<file path="src/rtl/fetch_unit_if.sv">
// Fetch-unit bus bundle: instruction-memory port, redirect input and decode-side instruction output.
// Latency: none, wires only.
// Backpressure: id_ready from decode; imem_ack completes the single outstanding memory request.
interface fetch_unit_if;
  logic        imem_req;
  logic [31:0] imem_addr;
  logic        imem_ack;
  logic [31:0] imem_rdata;
  logic        redirect;
  logic [31:0] redirect_target;
  logic        id_ready;
  logic        instr_valid;
  logic [31:0] instruction;
  logic [31:0] instr_pc;

  // Fetch unit side
  modport master (
    output imem_req, imem_addr, instr_valid, instruction, instr_pc,
    input  imem_ack, imem_rdata, redirect, redirect_target, id_ready
  );

  // Environment side: memory, execute stage and decode
  modport slave (
    input  imem_req, imem_addr, instr_valid, instruction, instr_pc,
    output imem_ack, imem_rdata, redirect, redirect_target, id_ready
  );
endinterface

</file>
<file path="src/rtl/fetch_unit.sv">
// Instruction fetch: PC register, single-outstanding memory requests, 2-entry {instr, pc} FIFO to decode.
// Latency: instr_valid rises the cycle after the ack edge; one instruction per cycle with same-cycle acks.
// Backpressure: id_ready=0 fills the FIFO and parks the FSM in STALL (no request) until decode dequeues.
module fetch_unit #(
  parameter logic [31:0] RESET_PC = 32'h0000_0000
) (
  input  logic          clk,
  input  logic          rst_n,
  fetch_unit_if.master  bus
);

  typedef enum logic [1:0] {
    S_IDLE  = 2'd0,
    S_FETCH = 2'd1,
    S_STALL = 2'd2,
    S_DRAIN = 2'd3
  } state_t;

  state_t      r_state;
  logic [31:0] r_pc;      // next address to fetch; in DRAIN this is the pending redirect target
  logic [31:0] r_addr;    // address of the request on the bus; held in DRAIN for the old request
  logic        r_req;

  // FIFO storage, slot 0 is always the head
  logic [31:0] r_dat [2];
  logic [31:0] r_fpc [2];
  logic [1:0]  r_cnt;
  logic        r_valid;

  logic        w_deq;
  logic        w_enq;
  logic        w_flush;
  logic [31:0] w_tgt;
  logic [31:0] w_pc_inc;
  logic [31:0] w_dat_nxt [2];
  logic [31:0] w_fpc_nxt [2];
  logic [1:0]  w_cnt_nxt;

  assign w_tgt    = bus.redirect_target & ~32'h3;
  assign w_pc_inc = r_pc + 32'd4;
  assign w_deq    = (r_cnt != 2'd0) && bus.id_ready;
  // An ack only carries a usable word in FETCH, and never alongside a redirect
  assign w_enq    = (r_state == S_FETCH) && bus.imem_ack && !bus.redirect;
  assign w_flush  = bus.redirect;

  // Next FIFO contents: dequeue shifts slot 1 forward, enqueue lands behind whatever remains
  always_comb begin
    w_dat_nxt[0] = r_dat[0];
    w_dat_nxt[1] = r_dat[1];
    w_fpc_nxt[0] = r_fpc[0];
    w_fpc_nxt[1] = r_fpc[1];
    w_cnt_nxt    = r_cnt;
    if (w_flush) begin
      w_dat_nxt[0] = 32'h0;
      w_dat_nxt[1] = 32'h0;
      w_fpc_nxt[0] = 32'h0;
      w_fpc_nxt[1] = 32'h0;
      w_cnt_nxt    = 2'd0;
    end else begin
      if (w_deq) begin
        w_dat_nxt[0] = r_dat[1];
        w_fpc_nxt[0] = r_fpc[1];
        w_dat_nxt[1] = 32'h0;
        w_fpc_nxt[1] = 32'h0;
        w_cnt_nxt    = r_cnt - 2'd1;
      end
      if (w_enq) begin
        if (w_cnt_nxt == 2'd0) begin
          w_dat_nxt[0] = bus.imem_rdata;
          w_fpc_nxt[0] = r_pc;
        end else begin
          w_dat_nxt[1] = bus.imem_rdata;
          w_fpc_nxt[1] = r_pc;
        end
        w_cnt_nxt = w_cnt_nxt + 2'd1;
      end
    end
  end

  // FIFO registers and the registered valid flag
  always_ff @(posedge clk or negedge rst_n) begin
    if (!rst_n) begin
      r_dat[0] <= 32'h0;
      r_dat[1] <= 32'h0;
      r_fpc[0] <= 32'h0;
      r_fpc[1] <= 32'h0;
      r_cnt    <= 2'd0;
      r_valid  <= 1'b0;
    end else begin
      r_dat[0] <= w_dat_nxt[0];
      r_dat[1] <= w_dat_nxt[1];
      r_fpc[0] <= w_fpc_nxt[0];
      r_fpc[1] <= w_fpc_nxt[1];
      r_cnt    <= w_cnt_nxt;
      r_valid  <= (w_cnt_nxt != 2'd0);
    end
  end

  // Fetch FSM with registered request/address; a redirect overrides every state
  always_ff @(posedge clk or negedge rst_n) begin
    if (!rst_n) begin
      r_state <= S_IDLE;
      r_pc    <= RESET_PC;
      r_addr  <= RESET_PC;
      r_req   <= 1'b0;
    end else if (bus.redirect) begin
      r_pc  <= w_tgt;
      r_req <= 1'b1;
      if ((r_state == S_FETCH || r_state == S_DRAIN) && !bus.imem_ack) begin
        // Old request still in flight: keep showing its address until its ack retires it
        r_state <= S_DRAIN;
      end else begin
        r_state <= S_FETCH;
        r_addr  <= w_tgt;
      end
    end else begin
      case (r_state)
        S_IDLE: begin
          r_state <= S_FETCH;
          r_req   <= 1'b1;
          r_addr  <= r_pc;
        end
        S_FETCH: begin
          if (bus.imem_ack) begin
            r_pc   <= w_pc_inc;
            r_addr <= w_pc_inc;
            if (w_cnt_nxt == 2'd2) begin
              r_state <= S_STALL;
              r_req   <= 1'b0;
            end
          end
        end
        S_STALL: begin
          if (w_deq) begin
            r_state <= S_FETCH;
            r_req   <= 1'b1;
            r_addr  <= r_pc;
          end
        end
        S_DRAIN: begin
          if (bus.imem_ack) begin
            r_state <= S_FETCH;
            r_addr  <= r_pc;
          end
        end
        default: begin
          r_state <= S_IDLE;
          r_req   <= 1'b0;
        end
      endcase
    end
  end

  assign bus.imem_req    = r_req;
  assign bus.imem_addr   = r_addr;
  assign bus.instr_valid = r_valid;
  assign bus.instruction = r_dat[0];
  assign bus.instr_pc    = r_fpc[0];

endmodule
</file>
<file path="src/flat_wrapper.sv">
// flat-port wrapper written by rule: the top's interface ports become plain ports
module fetch_unit_flat 
#(
  parameter logic [31:0] RESET_PC = 32'h0000_0000
)
  (clk, rst_n, bus_imem_req, bus_imem_addr, bus_instr_valid, bus_instruction, bus_instr_pc, bus_imem_ack, bus_imem_rdata, bus_redirect, bus_redirect_target, bus_id_ready);
  fetch_unit_if bus_i ();
  input  logic clk;
  input  logic rst_n;
  output wire logic [$bits(bus_i.imem_req)-1:0] bus_imem_req;
  output wire logic [$bits(bus_i.imem_addr)-1:0] bus_imem_addr;
  output wire logic [$bits(bus_i.instr_valid)-1:0] bus_instr_valid;
  output wire logic [$bits(bus_i.instruction)-1:0] bus_instruction;
  output wire logic [$bits(bus_i.instr_pc)-1:0] bus_instr_pc;
  input wire logic [$bits(bus_i.imem_ack)-1:0] bus_imem_ack;
  input wire logic [$bits(bus_i.imem_rdata)-1:0] bus_imem_rdata;
  input wire logic [$bits(bus_i.redirect)-1:0] bus_redirect;
  input wire logic [$bits(bus_i.redirect_target)-1:0] bus_redirect_target;
  input wire logic [$bits(bus_i.id_ready)-1:0] bus_id_ready;
  assign bus_imem_req = bus_i.imem_req;
  assign bus_imem_addr = bus_i.imem_addr;
  assign bus_instr_valid = bus_i.instr_valid;
  assign bus_instruction = bus_i.instruction;
  assign bus_instr_pc = bus_i.instr_pc;
  assign bus_i.imem_ack = bus_imem_ack;
  assign bus_i.imem_rdata = bus_imem_rdata;
  assign bus_i.redirect = bus_redirect;
  assign bus_i.redirect_target = bus_redirect_target;
  assign bus_i.id_ready = bus_id_ready;
  fetch_unit #(.RESET_PC(RESET_PC)) u_core (.clk(clk), .rst_n(rst_n), .bus(bus_i));
endmodule
</file>
<file path="config.mk">
export PLATFORM = sky130hd
export DESIGN_NAME = fetch_unit_flat
export DESIGN_NICKNAME = d
export VERILOG_FILES = /design/src/rtl/fetch_unit_if.sv /design/src/rtl/fetch_unit.sv /design/src/flat_wrapper.sv
export SDC_FILE = /design/constraint.sdc
export NUM_CORES = 1
export LEC_CHECK = 0
export CORE_UTILIZATION = 44
export CTS_BUF_LIST = sky130_fd_sc_hd__clkbuf_8
export CTS_CLUSTER_SIZE = 20
export DETAILED_ROUTE_END_ITERATION = 10
export PLACE_DENSITY = 0.68
export SLEW_MARGIN = 25
export SYNTH_ARGS = -nofsm -noshare
export SYNTH_HDL_FRONTEND = slang
export SYNTH_SLANG_ARGS = --single-unit
</file>
<file path="constraint.sdc">
create_clock -name clk -period 2.8 [get_ports clk]
set_input_delay 0.42 -clock clk [delete_from_list [all_inputs] [get_ports clk]]
set_output_delay 0.42 -clock clk [all_outputs]
set_load 0.02 [all_outputs]
</file>
* Word level (Yosys, flattened, before mapping) *
Index checks and enable logic that the tools add are counted.

word-level totals
  flip-flop bits (word level) = 198
  bits in latches = 0
  RAM bits = 0
  ROM bits = 0
  bits of input ports = 69
  output and inout bits = 98
  word-level logic and storage cells = 74
  memories = 0

cells by class
  $add $sub $neg = 3
  $mul = 0
  divide/modulo/power cells = 0
  magnitude comparators = 0
  equality and inequality tests = 9
  shift operators = 0
  muxes and demuxes = 34
  bitwise gates (word level) = 0
  reduce and logical (&&, ||, !) cells = 18

operator list
  cell                   number
  $mux 64                6
  $mux 32                11
  $pmux 32 s4            1
  $add 32x3->32 const B  1
  $mux 2                 10
  $reduce_and 4->1       3
  $ne 3x3->1 const B     3
  $pmux 2 s4             1
  $reduce_bool 2->1      4
  $eq 2x2->1 const B     3
  $logic_and 1x1->1      4
  $logic_not 2->1        2
  $mux 1                 4
  $reduce_bool 4->1      1
  $ne 3x2->1 const B     1
  $pmux 1 s3             1
  $add 2x1->2 const B    1
  $eq 2x1->1 const B     1
  $logic_not 1->1        2
  $ne 2x2->1 const B     1
  $reduce_and 2->1       1
  $sub 2x1->2 const B    1
  $logic_or 1x1->1       1

* Depth between registers and ports, before layout *
Gate-level depths: netlist (run 1).

  depth after elaboration = 12
  gate-level depth with buffers = 11
  mapped depth without buffers = 11

* Worst setup path before layout (run 1) *
Ideal clock, no wire load.

  path kind = reg-to-reg
  from = register u_core.r_cnt[0]
  to = register u_core.r_fpc, in the netlist u_core.bus.instr_pc[10]
  setup time = 0.147 ns
  arrival = 2.116 ns
  data required time = 2.653 ns
  setup slack = 0.537 ns
  cell stages (with the launch flop) = 11
  path buffers = 3
  period minus slack after synthesis = 2.263 ns
  cells stage by stage = dfrtp_1 -> inv_1 -> ha_1 -> nand2b_1 -> clkbuf_1 -> a21oi_1 -> ha_1 -> nand2_1 -> clkbuf_1 -> buf_1 -> a311oi_1

RTL lines
  what                      RTL line          RTL
  start: declaration        fetch_unit.sv:27  logic [1:0] r_cnt;
  start signal: assignment  fetch_unit.sv:94  r_cnt <= w_cnt_nxt;
  end: declaration          fetch_unit.sv:26  logic [31:0] r_fpc [2];

* Worst setup path in the final report (run 1) *
  from = register u_core.r_pc[3]
  to = register u_core.r_addr[24] (netlist: u_core.bus.imem_addr[24])

on the way
  word-level cells in the longest chain between the ends = 4

RTL lines
  what                      RTL line           RTL
  start: declaration        fetch_unit.sv:20   logic [31:0] r_pc;
  start signal: assignment  fetch_unit.sv:107  r_pc <= w_tgt;
  start signal: assignment  fetch_unit.sv:125  r_pc <= w_pc_inc;
  $add 32x3->32             fetch_unit.sv:40   assign w_pc_inc = r_pc + 32'd4;
  $mux 32                   fetch_unit.sv:124  if (bus.imem_ack) begin
  $pmux 32 s4               fetch_unit.sv:117  case (r_state)
  $mux 32                   fetch_unit.sv:106  end else if (bus.redirect) begin
  end signal: assignment    fetch_unit.sv:114  r_addr <= w_tgt;
  end signal: assignment    fetch_unit.sv:121  r_addr <= r_pc;
  end signal: assignment    fetch_unit.sv:126  r_addr <= w_pc_inc;
  end: declaration          fetch_unit.sv:21   logic [31:0] r_addr;

Every way passes these cells. The select of a mux whose other input is x is not followed.
A chain may end at the register's enable or synchronous reset.

==> results of run 1 <==
where the power goes:
part	total, W	switching [W]	internal (W)	leakage (nW)
Sequential	0.00386	0.000477	0.00339	2.56
Combinational	0.00364	0.00214	0.00150	2.01
Clock	0.00208	0.00107	0.00101	0.220
layout make-up:
type | instances | area [um^2]
clock inverter | 14 | 201
multi-input combinational | 807 | 4510
clock buffer | 18 | 248
sequential | 195 | 4880
tap | 313 | 392
fill | 2103 | 10600
inverter | 9 | 33.8
timing repair buffer | 195 | 1950
cell usage after synthesis, types with 3 or more instances:
| cell | number |
|---|---|
| sky130_fd_sc_hd__xor2_1 | 16 |
| sky130_fd_sc_hd__nand3_1 | 83 |
| sky130_fd_sc_hd__and2_1 | 4 |
| sky130_fd_sc_hd__and4_1 | 7 |
| sky130_fd_sc_hd__mux2_2 | 11 |
| sky130_fd_sc_hd__o31ai_1 | 9 |
| sky130_fd_sc_hd__ha_1 | 3 |
| sky130_fd_sc_hd__o21ai_0 | 28 |
| sky130_fd_sc_hd__a21oi_1 | 89 |
| sky130_fd_sc_hd__nand4_1 | 12 |
| sky130_fd_sc_hd__clkbuf_1 | 73 |
| sky130_fd_sc_hd__o21ai_1 | 9 |
| sky130_fd_sc_hd__nor4_2 | 4 |
| sky130_fd_sc_hd__buf_2 | 11 |
| sky130_fd_sc_hd__and3_1 | 7 |
| sky130_fd_sc_hd__nor3_1 | 25 |
| sky130_fd_sc_hd__nand2b_1 | 5 |
| sky130_fd_sc_hd__buf_4 | 72 |
| sky130_fd_sc_hd__inv_1 | 8 |
| sky130_fd_sc_hd__buf_1 | 15 |
| sky130_fd_sc_hd__nor2_1 | 101 |
| sky130_fd_sc_hd__nor4_1 | 9 |
| sky130_fd_sc_hd__dfrtp_1 | 195 |
| sky130_fd_sc_hd__o31a_1 | 3 |
| sky130_fd_sc_hd__nand2_1 | 239 |
| sky130_fd_sc_hd__a311oi_1 | 62 |
| sky130_fd_sc_hd__xnor2_1 | 34 |
| sky130_fd_sc_hd__mux2i_1 | 4 |
final timing paths:
path / start / end / slack (ns) / cells past startpoint
max: u_core.r_pc[3] / u_core.bus.imem_addr[24] / 0.40 / 6
min: bus_redirect / u_core.r_pc[23] / 0.49 / 4
max reg2reg: u_core.r_pc[3] / u_core.bus.imem_addr[24] / 0.40 / 6
min reg2reg: u_core.bus.imem_addr[6] / u_core.bus.imem_addr[6] / 0.49 / 2
max in group asynchronous: rst_n / u_core.bus.instruction[18] / 1.34 / 3
min in group asynchronous: rst_n / u_core.bus.instruction[27] / 0.54 / 2
metrics by stage:
| step | utilization | hold WS (ns) | instance area (um^2) |
|---|---|---|---|
| 6_report | 0.535 | 0.488 | 12200 |
| 5_1_grt | 0.535 | 0.486 | 12200 |
| 4_1_cts | 0.535 | 0.450 | 12200 |
| 3_5_place_dp | 0.515 | 0.473 | 11800 |
| 3_3_place_gp | 0.515 | 0.469 | 11800 |
| 2_1_floorplan | - | 0.124 | 10300 |
flip-flops by register name, indices dropped and copies added (netlist names):
register and cells:
u_core.bus.instr_pc 32, u_core.r_dat 32, u_core.bus.imem_addr 31, u_core.r_pc 30, u_core.r_cnt 2, u_core.r_state 2, u_core.r_fpc 32, u_core.bus.imem_req 1
u_core.bus.instr_valid 1, u_core.bus.instruction 32
routing by layer:
layer | wire length (um) | vias up | part of all wire | track usage
li1 | - | 4108 | - | -
met1 | 12400 | 4193 | 0.46 | 0.331
met2 | 12100 | 382 | 0.45 | 0.344
met3 | 1950 | 39 | 0.073 | 0.0331
met4 | 471 | 0 | 0.018 | 0.0724
met5 | 0 | - | 0 | 0
cell families after synthesis:
family / count (synthesis) / share of synthesized area
xor gates and xnor gates: 50 / 0.0423
AOI/OAI and AO/OA: 223 / 0.141
adders and majority gates: 3 / 0.00363
DFF: 195 / 0.472
buffers and inverters: 184 / 0.0959
muxes: 15 / 0.0158
and+or+nand+nor: 516 / 0.229
worst max-delay path: stages, from the launching register on:
cell and delay, ns:
sky130_fd_sc_hd__dfrtp_1 0.49, sky130_fd_sc_hd__ha_1 0.32, sky130_fd_sc_hd__nand4_1 0.30, sky130_fd_sc_hd__nor3_1 0.38
sky130_fd_sc_hd__nor3b_1 0.25, sky130_fd_sc_hd__mux2_2 0.37, sky130_fd_sc_hd__nor3_1 0.21
==> results.rst, run 1 <==
.. list-table::
   :header-rows: 1

   * - Metric
     - Value
   * - Run status
     - finished, final reports clean
   * - Area fraction of the dominant cell type after synthesis
     - 0.472
   * - Total number of nets in the final design
     - 1297
   * - Antenna violations before repair
     - 0
   * - Routed WL
     - 26.9 mm
   * - Number of gates resized after cts
     - 0
   * - Final hold viol count
     - 0
   * - Pwr/cell area
     - 784 nW/um^2
   * - Cell types occupying the most area after synthesis
     - sky130_fd_sc_hd__dfrtp_1 (47%), sky130_fd_sc_hd__nand2_1 (8.7%), sky130_fd_sc_hd__a311oi_1 (5.2%)
   * - Synthesized netlist cell count
     - 1186
   * - Upper clock frequency limit
     - 417 MHz
   * - Fraction of final layout cells with drive strength greater than 1
     - 0.0775
   * - Cell type with the largest total area after synthesis
     - sky130_fd_sc_hd__dfrtp_1
   * - Area of the core
     - 22800 um^2
   * - Unrepaired setup endpoints after global routing
     - false
   * - H-tree levels
     - 4
   * - Required time of the worst setup path
     - 3.17 ns
   * - Boundary Pins
     - 167
   * - Wire length per cell
     - 17.3 um
   * - Most common cell after layout, fill and taps aside
     - sky130_fd_sc_hd__nand2_1
   * - Die area
     - 24100 um^2
   * - Endpoint kind of the worst setup timing path
     - register
   * - Standard-cell rows
     - 55
   * - Total global-route track usage
     - 0.226
   * - Startpoint types
     - register
   * - Most used flip-flop cell after synthesis
     - sky130_fd_sc_hd__dfrtp_1
   * - GRT overflow
     - 0
   * - Synthesis-stage register bit count
     - 195
   * - Synth-to-Final Area Change
     - 18.1%
   * - Proportion of synthesized chip area in sequential cells
     - 0.472
   * - Worst IR Drop VDD
     - 0.391 mV
   * - Number of enable-type register cells in the synthesized netlist
     - 0
   * - Root buf cell
     - sky130_fd_sc_hd__clkbuf_8
   * - Crit path setup slack, layout
     - 0.401 ns
   * - Post-CTS setup buffers
     - 0
   * - Post-layout minimum cycle time
     - 2.40 ns
   * - Number of global-route vias before repair
     - 8182
   * - Worst clock skew on the final layout
     - 0.0155 ns
   * - Total of max-cap violations
     - 0
   * - Number of buffers created by CTS
     - 17
   * - Combined area of all synthesized cells
     - 10300 um^2
   * - Vias per cell
     - 5.62
   * - Unique cell type count in the Yosys netlist
     - 62
   * - Critical-path maximum fanout
     - 7
   * - Pre-antenna DRT Iters
     - 6
   * - Final period utilization
     - 0.857
   * - Count of non-filler cells in the finished layout
     - 1551
   * - Measured slew at the worst slew-check pin
     - 0.984 ns
   * - Asr flop ratio synth
     - 1.00
   * - Die outline width
     - 155 um
   * - Setup slack after placement
     - 0.137 ns
   * - Wire length of the first global-routing pass
     - 43.4 mm
   * - DRC
     - 0
   * - Number of antenna repair diodes
     - 0
   * - Number of endpoints failing setup at the final stage
     - 0
   * - Overall power consumption
     - 0.00958 W
   * - Latest clock arrival within the worst-skew pair
     - 0.46 ns
   * - Max Buffers Root-to-Sink
     - 2
   * - Min-delay worst type
     - in2reg
   * - TritonCTS clock tree
     - done
   * - Slew HR
     - 0.344
   * - Via count
     - 8722
   * - Lkg Pwr
     - 4.78 nW
   * - Most frequent cells in the layout
     - sky130_fd_sc_hd__nand2_1 (237), sky130_fd_sc_hd__dfrtp_1 (195), sky130_fd_sc_hd__clkdlybuf4s50_1 (162)
   * - Syn_area_per_cell
     - 8.72 um^2
   * - Setup tns final
     - 0 ns
   * - Maximum number of pins on one net before global-route repair
     - 97
   * - Post-detailed-route count of antenna-violating nets
     - 0
   * - Yosys warning total
     - 0
   * - Post-CTS Hold Buffers
     - 1
   * - Vert. Die Dim
     - 155 um
   * - Net count after synthesis
     - 1258
   * - Number of buffers inserted by port buffering
     - 164
   * - CP Class
     - reg2reg
   * - TritonCTS sink count
     - 195
   * - Starting DRC count in detailed routing
     - 946
   * - Arrival time of data at the critical path endpoint
     - 2.77 ns
   * - Max Transition Viols Final
     - 0
   * - RePlAce Congestion
     - 0.864
   * - Initial standard-cell utilization of the core
     - 0.453
   * - Clk slew on worst S/H paths
     - 0.10 ns
   * - Final HPWL from detailed placement
     - 17.2 mm
   * - Placed cell count
     - 1518
Power figures use the tool's default switching activity.
==> inputs of run 2 (changes only) <==
==> constraint.sdc (replaced) <==
create_clock -name clk -period 2.9 [get_ports clk]
set_input_delay 0.435 -clock clk [delete_from_list [all_inputs] [get_ports clk]]
set_output_delay 0.435 -clock clk [all_outputs]
set_load 0.02 [all_outputs]
==> run 2 against run 1 <==
  * Sequential power shrank 4%
  * Clock-buffer cell count up 1
  * Wire length hardly changed
  * Cell area shrank 0.35%
  * Sequential share of layout area up 0.14 points
  * Via count shrank 0.73%
  * Register-to-register slack improved by 0.09 ns
  * Flip-flop and latch count is the same
  * First-iteration DRC count decreased by 13%
  * Largest power group unchanged
  * Highest routed layer unchanged
==> results.rst, run 2 (same netlist as run 1, synthesis figures left out) <==
.. list-table::
   :header-rows: 1

   * - Metric
     - Value
   * - Max Buffers Root-to-Sink
     - 2
   * - Maximum number of pins on one net before global-route repair
     - 97
   * - Number of buffers created by CTS
     - 17
   * - Count of non-filler cells in the finished layout
     - 1549
   * - Vias per cell
     - 5.59
   * - Starting DRC count in detailed routing
     - 824
   * - Upper clock frequency limit
     - 414 MHz
   * - Number of buffers inserted by port buffering
     - 164
   * - Arrival time of data at the critical path endpoint
     - 2.75 ns
   * - Grt met1 use
     - 0.334
   * - Endpoint kind of the worst setup timing path
     - register
   * - GRT overflow
     - 0
   * - Stage delay of the slowest cell on the critical path
     - 0.67 ns
   * - Setup tns final
     - 0 ns
   * - Fillcell total
     - 2174
   * - Area of the core
     - 22800 um^2
   * - Worst clock skew on the final layout
     - 0.0262 ns
   * - Wire length of the first global-routing pass
     - 43.4 mm
   * - Number of antenna repair diodes
     - 0
   * - Boundary Pins
     - 167
   * - Lkg Pwr
     - 4.76 nW
   * - Most frequent cells in the layout
     - sky130_fd_sc_hd__nand2_1 (237), sky130_fd_sc_hd__dfrtp_1 (195), sky130_fd_sc_hd__clkdlybuf4s50_1 (162)
   * - Die area
     - 24100 um^2
   * - Synth-to-Final Area Change
     - 17.7%
   * - Depth of the critical timing path with buffers and inverters included
     - 8
   * - Number of endpoints failing setup at the final stage
     - 0
   * - TritonCTS clock tree
     - done
   * - Via count
     - 8658
   * - Post-detailed-route count of antenna-violating nets
     - 0
   * - Register-to-register setup slack
     - 0.49 ns
   * - DRC
     - 0
   * - RePlAce Congestion
     - 0.845
   * - Required time of the worst setup path
     - 3.24 ns
   * - Measured slew at the worst slew-check pin
     - 1.01 ns
   * - List of cells traversed by the critical path
     - inv_1, ha_1, nor2b_4, buf_4, a21oi_1, o2bb2ai_1, o32a_1, o21ai_0
   * - Post-layout minimum cycle time
     - 2.41 ns
   * - Clk slew on worst S/H paths
     - 0.10 ns
   * - Buffers and inverters on the worst path
     - 2
   * - Final period utilization
     - 0.832
   * - Routed WL
     - 26.9 mm
   * - Unrepaired setup endpoints after global routing
     - false
   * - Critical-path maximum fanout
     - 65
   * - Min-delay worst type
     - in2reg
   * - TritonCTS sink count
     - 195
   * - Crit path max-delay family
     - buffers and inverters
   * - Standard-cell rows
     - 55
   * - Cell depth of the worst hold path
     - 4
   * - Worst r2r path cells
     - 8
   * - Most common cell after layout, fill and taps aside
     - sky130_fd_sc_hd__nand2_1
   * - Pwr/cell area
     - 753 nW/um^2
   * - Max Transition Viols Final
     - 0
   * - Busiest metal layer after global routing
     - met2
   * - Root buf cell
     - sky130_fd_sc_hd__clkbuf_8
   * - Number of global-route vias before repair
     - 8148
   * - Post-CTS setup buffers
     - 0
   * - Pre-antenna DRT Iters
     - 7
   * - Post-layout instance area
     - 12200 um^2
   * - Global routing usage on met2
     - 0.346
   * - CP Class
     - reg2reg
   * - GR Util met3
     - 0.0379
   * - Slowest cell on the critical path
     - sky130_fd_sc_hd__buf_4
   * - Total global-route track usage
     - 0.227
   * - Wire length per cell
     - 17.4 um
   * - Total of max-cap violations
     - 0
   * - H-tree levels
     - 4
   * - Total number of nets in the final design
     - 1295
   * - Initial standard-cell utilization of the core
     - 0.453
   * - Worst IR Drop VDD
     - 0.386 mV
   * - Startpoint types
     - register
   * - Die outline width
     - 155 um
   * - Vert. Die Dim
     - 155 um
   * - Slew HR
     - 0.325
   * - Antenna violations before repair
     - 0
   * - Final hold viol count
     - 0
   * - Latest clock arrival within the worst-skew pair
     - 0.47 ns
   * - Run status
     - finished, final reports clean
   * - Dpl cell area
     - 11700 um^2
   * - Final HPWL from detailed placement
     - 17.0 mm
   * - Placed cell count
     - 1516
   * - Number of gates resized after cts
     - 0
   * - Fraction of final layout cells with drive strength greater than 1
     - 0.0769
run 2: per-layer routing:
metal | vias up | wire (um)
li1 | 4094 | -
met2 | 333 | 12100
met4 | 0 | 298
met1 | 4209 | 12700
met3 | 22 | 1720
met5 | - | 0
run 2: repair_timing:
item,4_1_cts,5_1_grt
endpoints found under the hold margin,62,0
hold buffers,1,0
endpoints found under the setup margin,0,0
run 2: power by group:
group / internal [W] / switching (W) / leakage [nW]
sequential: 0.00327 / 0.000452 / 2.56
combinational: 0.00143 / 0.00208 / 1.99
clock: 0.000915 / 0.00102 / 0.211
total: 0.00562 / 0.00355 / 4.76
run 2: metrics by stage:
| step | total power (W) | hold WS [ns] | utilization | worst slack [ns] |
|---|---|---|---|---|
| 4_1_cts | 0.00923 | 0.400 | 0.533 | 0.500 |
| 3_5_place_dp | 0.00727 | 0.474 | 0.514 | 0.194 |
| 5_1_grt | 0.00970 | 0.423 | 0.533 | 0.274 |
| 3_3_place_gp | 0.00722 | 0.468 | 0.514 | 0.245 |
| 2_1_floorplan | 0.00597 | 0.139 | - | 0.637 |
| 6_report | 0.00917 | 0.429 | 0.533 | 0.487 |
run 2: worst paths after layout:
path,start,to
max in group asynchronous,rst_n,u_core.r_state[1]
min reg2reg,u_core.bus.imem_addr[5],u_core.bus.imem_addr[5]
max reg2reg,u_core.r_cnt[0],u_core.r_state[1]
max,u_core.r_cnt[0],u_core.r_state[1]
min,bus_redirect,u_core.bus.imem_addr[23]
min in group asynchronous,rst_n,u_core.bus.instruction[27]
run 2: layout make-up:
| cell class | count | area (um^2) | area share |
|---|---|---|---|
| tap | 313 | 392 | 0.0322 |
| inverter | 9 | 33.8 | 0.00277 |
| clock buffer | 19 | 262 | 0.0215 |
| clock inverter | 13 | 173 | 0.0142 |
| timing repair buffer | 193 | 1930 | 0.158 |
| multi-input combinational | 807 | 4510 | 0.371 |
| sequential | 195 | 4880 | 0.401 |
run 2: worst min-delay path, stage by stage:
cell and delay (ns):
sky130_fd_sc_hd__buf_4 0.13, sky130_fd_sc_hd__o31ai_4 0.13, sky130_fd_sc_hd__nand2_1 0.08, sky130_fd_sc_hd__a22oi_1 0.07
